<file path="src/rtl/fifo_wr_arbiter_if.sv">
// rtl/fifo_wr_arbiter_if.sv - producer/FIFO-side signal bundle of the round-robin write arbiter
// master = producers and FIFO side, slave = the arbiter itself.
interface fifo_wr_arbiter_if #(
    parameter int DATA = 14,
    parameter int NREQ = 4
);
    logic [NREQ-1:0]      req;
    logic [NREQ*DATA-1:0] req_data;
    logic [NREQ-1:0]      req_last;
    logic                 fifo_full;
    logic                 fifo_w_en;
    logic [DATA-1:0]      fifo_data_in;
    logic [NREQ-1:0]      ack;
    logic [NREQ-1:0]      grant;
    logic                 busy;
    logic [15:0]          wr_count;

    modport master (
        output req, req_data, req_last, fifo_full,
        input  fifo_w_en, fifo_data_in, ack, grant, busy, wr_count
    );

    modport slave (
        input  req, req_data, req_last, fifo_full,
        output fifo_w_en, fifo_data_in, ack, grant, busy, wr_count
    );
endinterface

</file>
<file path="src/rtl/fifo_wr_arbiter.sv">
// rtl/fifo_wr_arbiter.sv - round-robin burst arbiter for the async FIFO write port
// One owner at a time, bounded bursts, every word gated by fifo_full.
module fifo_wr_arbiter #(
    parameter int DATA      = 14,
    parameter int NREQ      = 4,
    parameter int MAX_BURST = 4
) (
    input  logic             wclk,
    input  logic             rst,
    fifo_wr_arbiter_if.slave bus
);
    localparam int IW = (NREQ > 1) ? $clog2(NREQ) : 1;
    localparam int BW = $clog2(MAX_BURST + 1);

    typedef enum logic {IDLE = 1'b0, GRANT = 1'b1} state_t;

    state_t          state, state_n;
    logic [IW-1:0]   own, own_n;
    logic [IW-1:0]   last, last_n;
    logic [IW-1:0]   pick, idx;
    logic [BW-1:0]   beat, beat_n;
    logic [NREQ-1:0] grant_q, grant_n;
    logic [15:0]     wr_count, wr_count_n;
    logic            found;
    logic            xfer;

    always_ff @(posedge wclk or posedge rst) begin
        if (rst) begin
            state    <= IDLE;
            own      <= '0;
            last     <= IW'(NREQ - 1);
            beat     <= '0;
            grant_q  <= '0;
            wr_count <= '0;
        end else begin
            state    <= state_n;
            own      <= own_n;
            last     <= last_n;
            beat     <= beat_n;
            grant_q  <= grant_n;
            wr_count <= wr_count_n;
        end
    end

    // First requester strictly after the previous owner, wrapping around.
    always_comb begin
        pick  = last;
        found = 1'b0;
        idx   = '0;
        for (int k = 1; k <= NREQ; k++) begin
            idx = IW'((int'(last) + k) % NREQ);
            if (!found && bus.req[idx]) begin
                found = 1'b1;
                pick  = idx;
            end
        end
    end

    always_comb begin
        state_n          = state;
        own_n            = own;
        last_n           = last;
        beat_n           = beat;
        grant_n          = grant_q;
        wr_count_n       = wr_count;
        xfer             = 1'b0;
        bus.fifo_w_en    = 1'b0;
        bus.fifo_data_in = '0;
        bus.ack          = '0;
        case (state)
            IDLE: begin
                if (|bus.req) begin
                    state_n = GRANT;
                    own_n   = pick;
                    grant_n = NREQ'(1) << pick;
                    beat_n  = '0;
                end
            end
            GRANT: begin
                bus.fifo_data_in = bus.req_data[int'(own)*DATA +: DATA];
                // rst term keeps the write port quiet for the whole reset pulse.
                xfer          = bus.req[own] & ~bus.fifo_full & ~rst;
                bus.fifo_w_en = xfer;
                if (xfer) begin
                    bus.ack    = NREQ'(1) << own;
                    beat_n     = beat + BW'(1);
                    wr_count_n = wr_count + 16'd1;
                end
                if (!bus.req[own] ||
                    (xfer && (bus.req_last[own] || ((beat + BW'(1)) == BW'(MAX_BURST))))) begin
                    state_n = IDLE;
                    last_n  = own;
                    grant_n = '0;
                end
            end
            default: state_n = IDLE;
        endcase
    end

    assign bus.grant    = grant_q;
    assign bus.busy     = (state == GRANT);
    assign bus.wr_count = wr_count;
endmodule

</file>
<file path="src/flat_wrapper.sv">
// flat-port wrapper written by rule: the top's interface ports become plain ports
module fifo_wr_arbiter_flat 
#(
    parameter int DATA      = 14,
    parameter int NREQ      = 4,
    parameter int MAX_BURST = 4
)
  (wclk, rst, bus_req, bus_req_data, bus_req_last, bus_fifo_full, bus_fifo_w_en, bus_fifo_data_in, bus_ack, bus_grant, bus_busy, bus_wr_count);
  fifo_wr_arbiter_if #(.DATA(DATA), .NREQ(NREQ)) bus_i ();
  input  logic wclk;
  input  logic rst;
  input wire logic [$bits(bus_i.req)-1:0] bus_req;
  input wire logic [$bits(bus_i.req_data)-1:0] bus_req_data;
  input wire logic [$bits(bus_i.req_last)-1:0] bus_req_last;
  input wire logic [$bits(bus_i.fifo_full)-1:0] bus_fifo_full;
  output wire logic [$bits(bus_i.fifo_w_en)-1:0] bus_fifo_w_en;
  output wire logic [$bits(bus_i.fifo_data_in)-1:0] bus_fifo_data_in;
  output wire logic [$bits(bus_i.ack)-1:0] bus_ack;
  output wire logic [$bits(bus_i.grant)-1:0] bus_grant;
  output wire logic [$bits(bus_i.busy)-1:0] bus_busy;
  output wire logic [$bits(bus_i.wr_count)-1:0] bus_wr_count;
  assign bus_i.req = bus_req;
  assign bus_i.req_data = bus_req_data;
  assign bus_i.req_last = bus_req_last;
  assign bus_i.fifo_full = bus_fifo_full;
  assign bus_fifo_w_en = bus_i.fifo_w_en;
  assign bus_fifo_data_in = bus_i.fifo_data_in;
  assign bus_ack = bus_i.ack;
  assign bus_grant = bus_i.grant;
  assign bus_busy = bus_i.busy;
  assign bus_wr_count = bus_i.wr_count;
  fifo_wr_arbiter #(.DATA(DATA), .NREQ(NREQ), .MAX_BURST(MAX_BURST)) u_core (.wclk(wclk), .rst(rst), .bus(bus_i));
endmodule
</file>
<file path="config.mk">
export PLATFORM = sky130hd
export DESIGN_NAME = fifo_wr_arbiter_flat
export DESIGN_NICKNAME = d
export VERILOG_FILES = /design/src/rtl/fifo_wr_arbiter_if.sv /design/src/rtl/fifo_wr_arbiter.sv /design/src/flat_wrapper.sv
export SDC_FILE = /design/constraint.sdc
export NUM_CORES = 1
export LEC_CHECK = 0
export ABC_AREA = 1
export ABC_CLOCK_PERIOD_IN_PS = 3100
export CAP_MARGIN = 25
export CELL_PAD_IN_SITES_DETAIL_PLACEMENT = 0
export CELL_PAD_IN_SITES_GLOBAL_PLACEMENT = 1
export CORE_MARGIN = 8
export CORE_UTILIZATION = 30
export CTS_CLUSTER_SIZE = 24
export DETAILED_ROUTE_END_ITERATION = 8
export PLACE_DENSITY_LB_ADDON = 0.1
export SLEW_MARGIN = 10
export SYNTH_ARGS = -nofsm -noshare
export SYNTH_HDL_FRONTEND = slang
export SYNTH_SLANG_ARGS = --single-unit
</file>
<file path="constraint.sdc">
create_clock -name wclk -period 3.1 [get_ports wclk]
set_clock_uncertainty 0.2 [all_clocks]
set_input_delay 0.465 -clock wclk [delete_from_list [all_inputs] [get_ports wclk]]
set_output_delay 0.465 -clock wclk [all_outputs]
set_load 0.03 [all_outputs]
</file>
==> results of run 1 <==
-- cells in the final DEF, fill, tap and decap left out, types with 4 or more instances in the layout --
master           netlist  routed
inv_2                  6       6
nand2_2                9       9
o21ai_1                4       4
a31oi_1               14      14
inv_1                 20      20
a22oi_1               14      14
dfrtp_1               26      26
clkdlybuf4s50_1        0     103
xnor2_1                7       7
nand2_1              103     103
nand4_1                8       8
clkbuf_8               0       4
xor2_1                 8       8
buf_4                  2      14
nor3_1                 5       5
nand3_1               43      43
nor2_1                24      24
-- layout make-up --
type	count	area (um2)	share of cell area
Tap cell	99	124	0.0354
Clock buffer	4	55.1	0.0157
Inverter	27	104	0.0297
Multi-Input combinational cell	257	1360	0.388
Sequential cell	28	703	0.201
Timing Repair Buffer	118	1160	0.330
-- registers in the layout, indices dropped and copies added, names as in the netlist --
register,cells
u_core.own,2
u_core.bus.busy,1
u_core.beat,3
u_core.bus.grant,4
u_core.bus.wr_count,16
u_core.last,2
-- cells by family (layout without fill, tap and decap cells) --
group           count (synthesis)  after routing  share of synthesized area
compound gates                 39             39                      0.125
xor+xnor                       15             15                     0.0585
fa+ha+maj                       3              3                     0.0167
buf+inv                        41            149                     0.0819
flops                          28             28                      0.313
simple gates                  200            200                      0.404
-- metal layers --
metal | global-route usage | part of all wire
met1 | 0.211 | 0.48
met2 | 0.237 | 0.42
met3 | 0.0344 | 0.10
met4 | 0.0203 | 0.0025
met5 | 0 | 0
-- stage by stage --
stage	setup slack (ps)	cell area, um2	hold WS [ps]	instances	utilization
floorplan	859	2240	261	326	-
global placement	221	3440	279	529	0.475
detailed placement	173	3440	300	529	0.475
CTS	159	3500	324	533	0.482
global route	38.6	3500	357	533	0.482
finish	183	3500	316	533	0.482
-- worst max-delay path by stage --
stage                            end  slack [ps]  cells past startpoint
after floorplan           bus_ack[0]         860                      5
after global routing      bus_ack[0]          40                      6
final                     bus_ack[3]         180                      6
after CTS                 bus_ack[1]         160                      6
after detailed placement  bus_ack[1]         170                      6
after global placement    bus_ack[0]         220                      6
-- report_power, final --
| group | switching [mW] | leakage (nW) | internal (mW) |
|---|---|---|---|
| combinational | 1.43 | 1.16 | 0.878 |
| clock | 0.110 | 0.0288 | 0.114 |
| sequential | 0.130 | 0.354 | 0.487 |
-- critical path, stage by stage --
cell             delay [ps]
clkdlybuf4s50_1         520
inv_1                    90
o22ai_2                 230
o21ai_4                 110
nor2_1                  140
clkdlybuf4s50_1         690
==> flow_summary.yaml, run 1 <==
routing:
  vias_per_cell: 4.82
  drt_iter0_drc: 105
  postRouteAntennaNets: 0
  drc: 0
  firstDrtPassIters: 4
  routedWlPerCell_um: 15.5
  routed_wl_um: 8240
  vias: 2570
clock_tree:
  clockBufferDepth: 2
  clock_latency_ps: 270
  cts.sinks: 28
  numCtsBuffers: 3
  cts_tree: "built"
  cts_setup_buffers: 0
  h-tree-depth: 1
  cts_hold_buf: 0
  cts_resized: 0
  clk_pin_slew_ps: 90
  root_buffer: "clkbuf_8"
die:
  rows: 31
  io_pins: 107
  die_w_um: 103
  dieHeight_um: 103
  dieArea_um2: 10500
  coreArea_um2: 7250
  initial_utilization: 0.309
timing:
  worst_pin_slew_ps: 794
  rsz0062_at_grt: "no"
  setup_tns_ps: 0
  fin_crit_sh: 0.941
  finalHoldViolCount: 0
  fin_crit_ps: 2920
  fmax_ghz: 0.343
  setup_violations: 0
  slew_headroom: 0.470
  slew_viol_final: 0
hold_path:
  holdCritPathClass: "reg2reg"
  min_from: "u_core.beat[2]$_DFFE_PP0P_"
  holdPathStages: 2
  min_to: "u_core.beat[2]$_DFFE_PP0P_"
critical_path:
  reg2reg_from: "u_core.own[1]$_DFFE_PP0P_"
  cp-end-kind: "primary output"
  worstSetupPathType: "in2out"
  cp-startpoint: "bus_req[1]"
  rr_endpoint: "u_core.bus.wr_count[5]$_DFFE_PP0P_"
  worstPathMaxFanout: 6
  arrival_ps: 2250
  reg2reg_depth: 8
  reg2reg_slack_ps: 1040
  crit_required_ps: 2430
  critPathLaunchType: "primary input"
yosys:
  yosysSeqAreaShare: 0.313
  yosys-top-cells-count: "nand2_1 (103), nand3_1 (43), dfrtp_1 (26)"
  yosysWarnings: 0
  syn_area_um2: 2240
  netlist_top_cells_area: "dfrtp_1 (29%), nand2_1 (17%), nand3_1 (9.6%)"
  synth_edf_count: 0
  syn_inst: 326
  yosysTopAreaCellShare: 0.290
  synthArstFlopShare: 1.00
  netlist.top_cell.by_area: "dfrtp_1"
  synth-seq-cells: 28
  synth_area_per_cell_um2: 6.89
  synth_cell_type_count: 32
  ys.flop_type: "dfrtp_1"
  yosysMostFrequentCell: "nand2_1"
  synth_nets: 396
run_status:
  status: "complete, no violations"
layout:
  fin_nets: 505
  syn_to_final_growth_pct: 55.9
  diodes: 0
  layout-drive-gt1-share: 0.108
  num-fill-cells: 772
power:
  power_density_nw_per_um2: 900
  power.total_mw: 3.15
  vdd_drop_max_v: 0.000374
  leakagePower_nw: 1.54
flow_run:
  max-cap-violations: 0
global_routing:
  grt-ovfl-total: 0
  grt_pass1_wl_um: 12800
  antenna_found_initial: 0
  grt_pass1_vias: 2486
  grt_start_max_net_pins: 34
  track_usage: 0.152
place:
  place.gp.congestion: 0.870
  io_buffer_count: 106
  hpwl_um: 6630
Power figures use the tool's default switching activity.
==> inputs of run 2 (changes only) <==
- CAP_MARGIN: 25 -> 20
- REMOVE_ABC_BUFFERS: unset -> 1
==> run 2 against run 1 <==
Compared with the run above:
- count of clock-buffer cells in the layout fell by 1
- total power barely moved
- first-iteration DRC count fell by 26%
- critical path type is now reg2out
- largest cell class unchanged
==> flow_summary.yaml, run 2 (synthesized netlist as in run 1, its figures left out) <==
timing:
  setup_tns_ps: 0
  finalHoldViolCount: 0
  worst_pin_slew_ps: 469
  slew_headroom: 0.685
  fmax_ghz: 0.341
  rsz0062_at_grt: "no"
  hold_ws_ps: 311
  fin_crit_sh: 0.947
  setup_violations: 0
  slew_viol_final: 0
  fin_crit_ps: 2940
clock_tree:
  cts_resized: 0
  cts_setup_buffers: 0
  cts_hold_buf: 0
  cts_tree: "built"
  clockBufferDepth: 2
  root_buffer: "clkbuf_8"
  numCtsBuffers: 3
  clk_pin_slew_ps: 100
  h-tree-depth: 1
  cts.sinks: 28
  clock_latency_ps: 280
power:
  power_density_nw_per_um2: 908
  clockPowerShare: 0.094
  p_comb_frac: 0.711
  switching_share: 0.531
  internal_power_mw: 1.48
  power.total_mw: 3.15
  leakagePower_nw: 1.55
  vdd_drop_max_v: 0.000456
  seqPwrFrac: 0.195
  switching_power_mw: 1.67
critical_path:
  reg2reg_from: "u_core.own[0]$_DFFE_PP0P_"
  path_cells: "inv_2 > nand2_2 > inv_1 > a22oi_1 > a31oi_1 > clkdlybuf4s50_1"
  cp.buffers_inverters: 3
  cp-end-kind: "primary output"
  worstSetupPathType: "reg2out"
  reg2reg_depth: 10
  slowest_stage: "clkdlybuf4s50_1"
  rr_endpoint: "u_core.last[0]$_DFFE_PP1P_"
  max_stage_delay_ps: 700
  worstPathMaxFanout: 12
  reg2reg_slack_ps: 970
  arrival_ps: 2270
  crit_family: "buffers and inverters"
  critPathLaunchType: "register"
  crit_required_ps: 2430
global_routing:
  antenna_found_initial: 0
  grt-ovfl-total: 0
  track_usage: 0.156
  grt_pass1_wl_um: 12900
  grt_pass1_vias: 2454
  grt_start_max_net_pins: 29
die:
  rows: 31
  io_pins: 107
  die_w_um: 103
  dieArea_um2: 10500
  dieHeight_um: 103
  initial_utilization: 0.309
  coreArea_um2: 7250
run_status:
  status: "complete, no violations"
hold_path:
  min_to: "u_core.beat[2]$_DFFE_PP0P_"
  holdCritPathClass: "reg2reg"
  min_from: "u_core.beat[2]$_DFFE_PP0P_"
  holdPathStages: 2
layout:
  syn_to_final_growth_pct: 54.6
  diodes: 0
  largest_reg_flops: 16
  fin_nets: 503
  regMostFlops: "u_core.bus.wr_count"
  layout_commonest_cell: "nand2_1"
  layout-drive-gt1-share: 0.120
  layout_common_cells: "nand2_1 (103), clkdlybuf4s50_1 (96), nand3_1 (43), dfrtp_1 (26), nor2_1 (24)"
  num-fill-cells: 752
routing:
  routedWlPerCell_um: 15.6
  drt_iter0_drc: 78
  vias_per_cell: 4.76
  firstDrtPassIters: 4
  vias: 2530
  postRouteAntennaNets: 0
  drc: 0
  routed_wl_um: 8300
flow_run:
  max-cap-violations: 0
place:
  place.gp.congestion: 0.829
  io_buffer_count: 106
  hpwl_um: 6640
[run 2: power groups by stage]
stage	clock network (mW)	logic [mW]	registers (mW)
3_5_place_dp	0	2.26	0.621
2_1_floorplan	0	1.24	0.795
3_3_place_gp	0	2.25	0.623
4_1_cts	0.307	2.26	0.615
5_1_grt	0.315	2.44	0.635
6_report	0.297	2.24	0.615
[run 2: final cells by class]
type / instances / area, um2 / share of cell area
Tap cell: 99 / 124 / 0.0357
Timing Repair Buffer: 116 / 1110 / 0.320
Clock buffer: 3 / 41.3 / 0.0119
Sequential cell: 28 / 703 / 0.203
Clock inverter: 1 / 30.0 / 0.00865
Inverter: 27 / 104 / 0.0299
Multi-Input combinational cell: 257 / 1360 / 0.391
[run 2: through the flow]
step | utilization | cells | setup slack [ps] | instance area (um2)
2_1_floorplan | - | 312 | 630 | 2160
3_3_place_gp | 0.469 | 527 | 274 | 3400
3_5_place_dp | 0.469 | 527 | 243 | 3400
4_1_cts | 0.479 | 531 | 123 | 3470
5_1_grt | 0.479 | 531 | 20.5 | 3470
6_report | 0.479 | 531 | 164 | 3470
[run 2: worst max path at each step]
stage,startpoint,depth (start not counted),slack [ps],endpoint
final,u_core.own[0]$_DFFE_PP0P_,6,160,bus_fifo_data_in[3]
after floorplan,u_core.own[1]$_DFFE_PP0P_,5,630,bus_fifo_data_in[0]
after CTS,u_core.own[0]$_DFFE_PP0P_,6,120,bus_fifo_data_in[1]
after global routing,u_core.own[0]$_DFFE_PP0P_,5,20,bus_fifo_data_in[1]
after global placement,bus_req[3],6,270,bus_ack[0]
after detailed placement,bus_req[1],6,240,bus_ack[1]
[run 2: routing by layer]
metal	vias to the layer above	track usage	routed length, um	part of all wire
li1	1297	-	-	-
met1	1154	0.188	3790	0.46
met2	72	0.285	4010	0.48
met3	7	0.0257	423	0.051
met4	0	0.0271	77	0.0093
met5	-	0	0	0
[run 2: worst min-delay path: cells and delay by family (launching register included)]
family	cells	cell delay, ps
simple gates	2	100
flops	1	380
==> inputs of run 3 (changes only) <==
- HOLD_SLACK_MARGIN: unset -> 0.1
==> results of run 3 <==
Same layout as run 2: the final DEF is identical, and so are final timing and power.
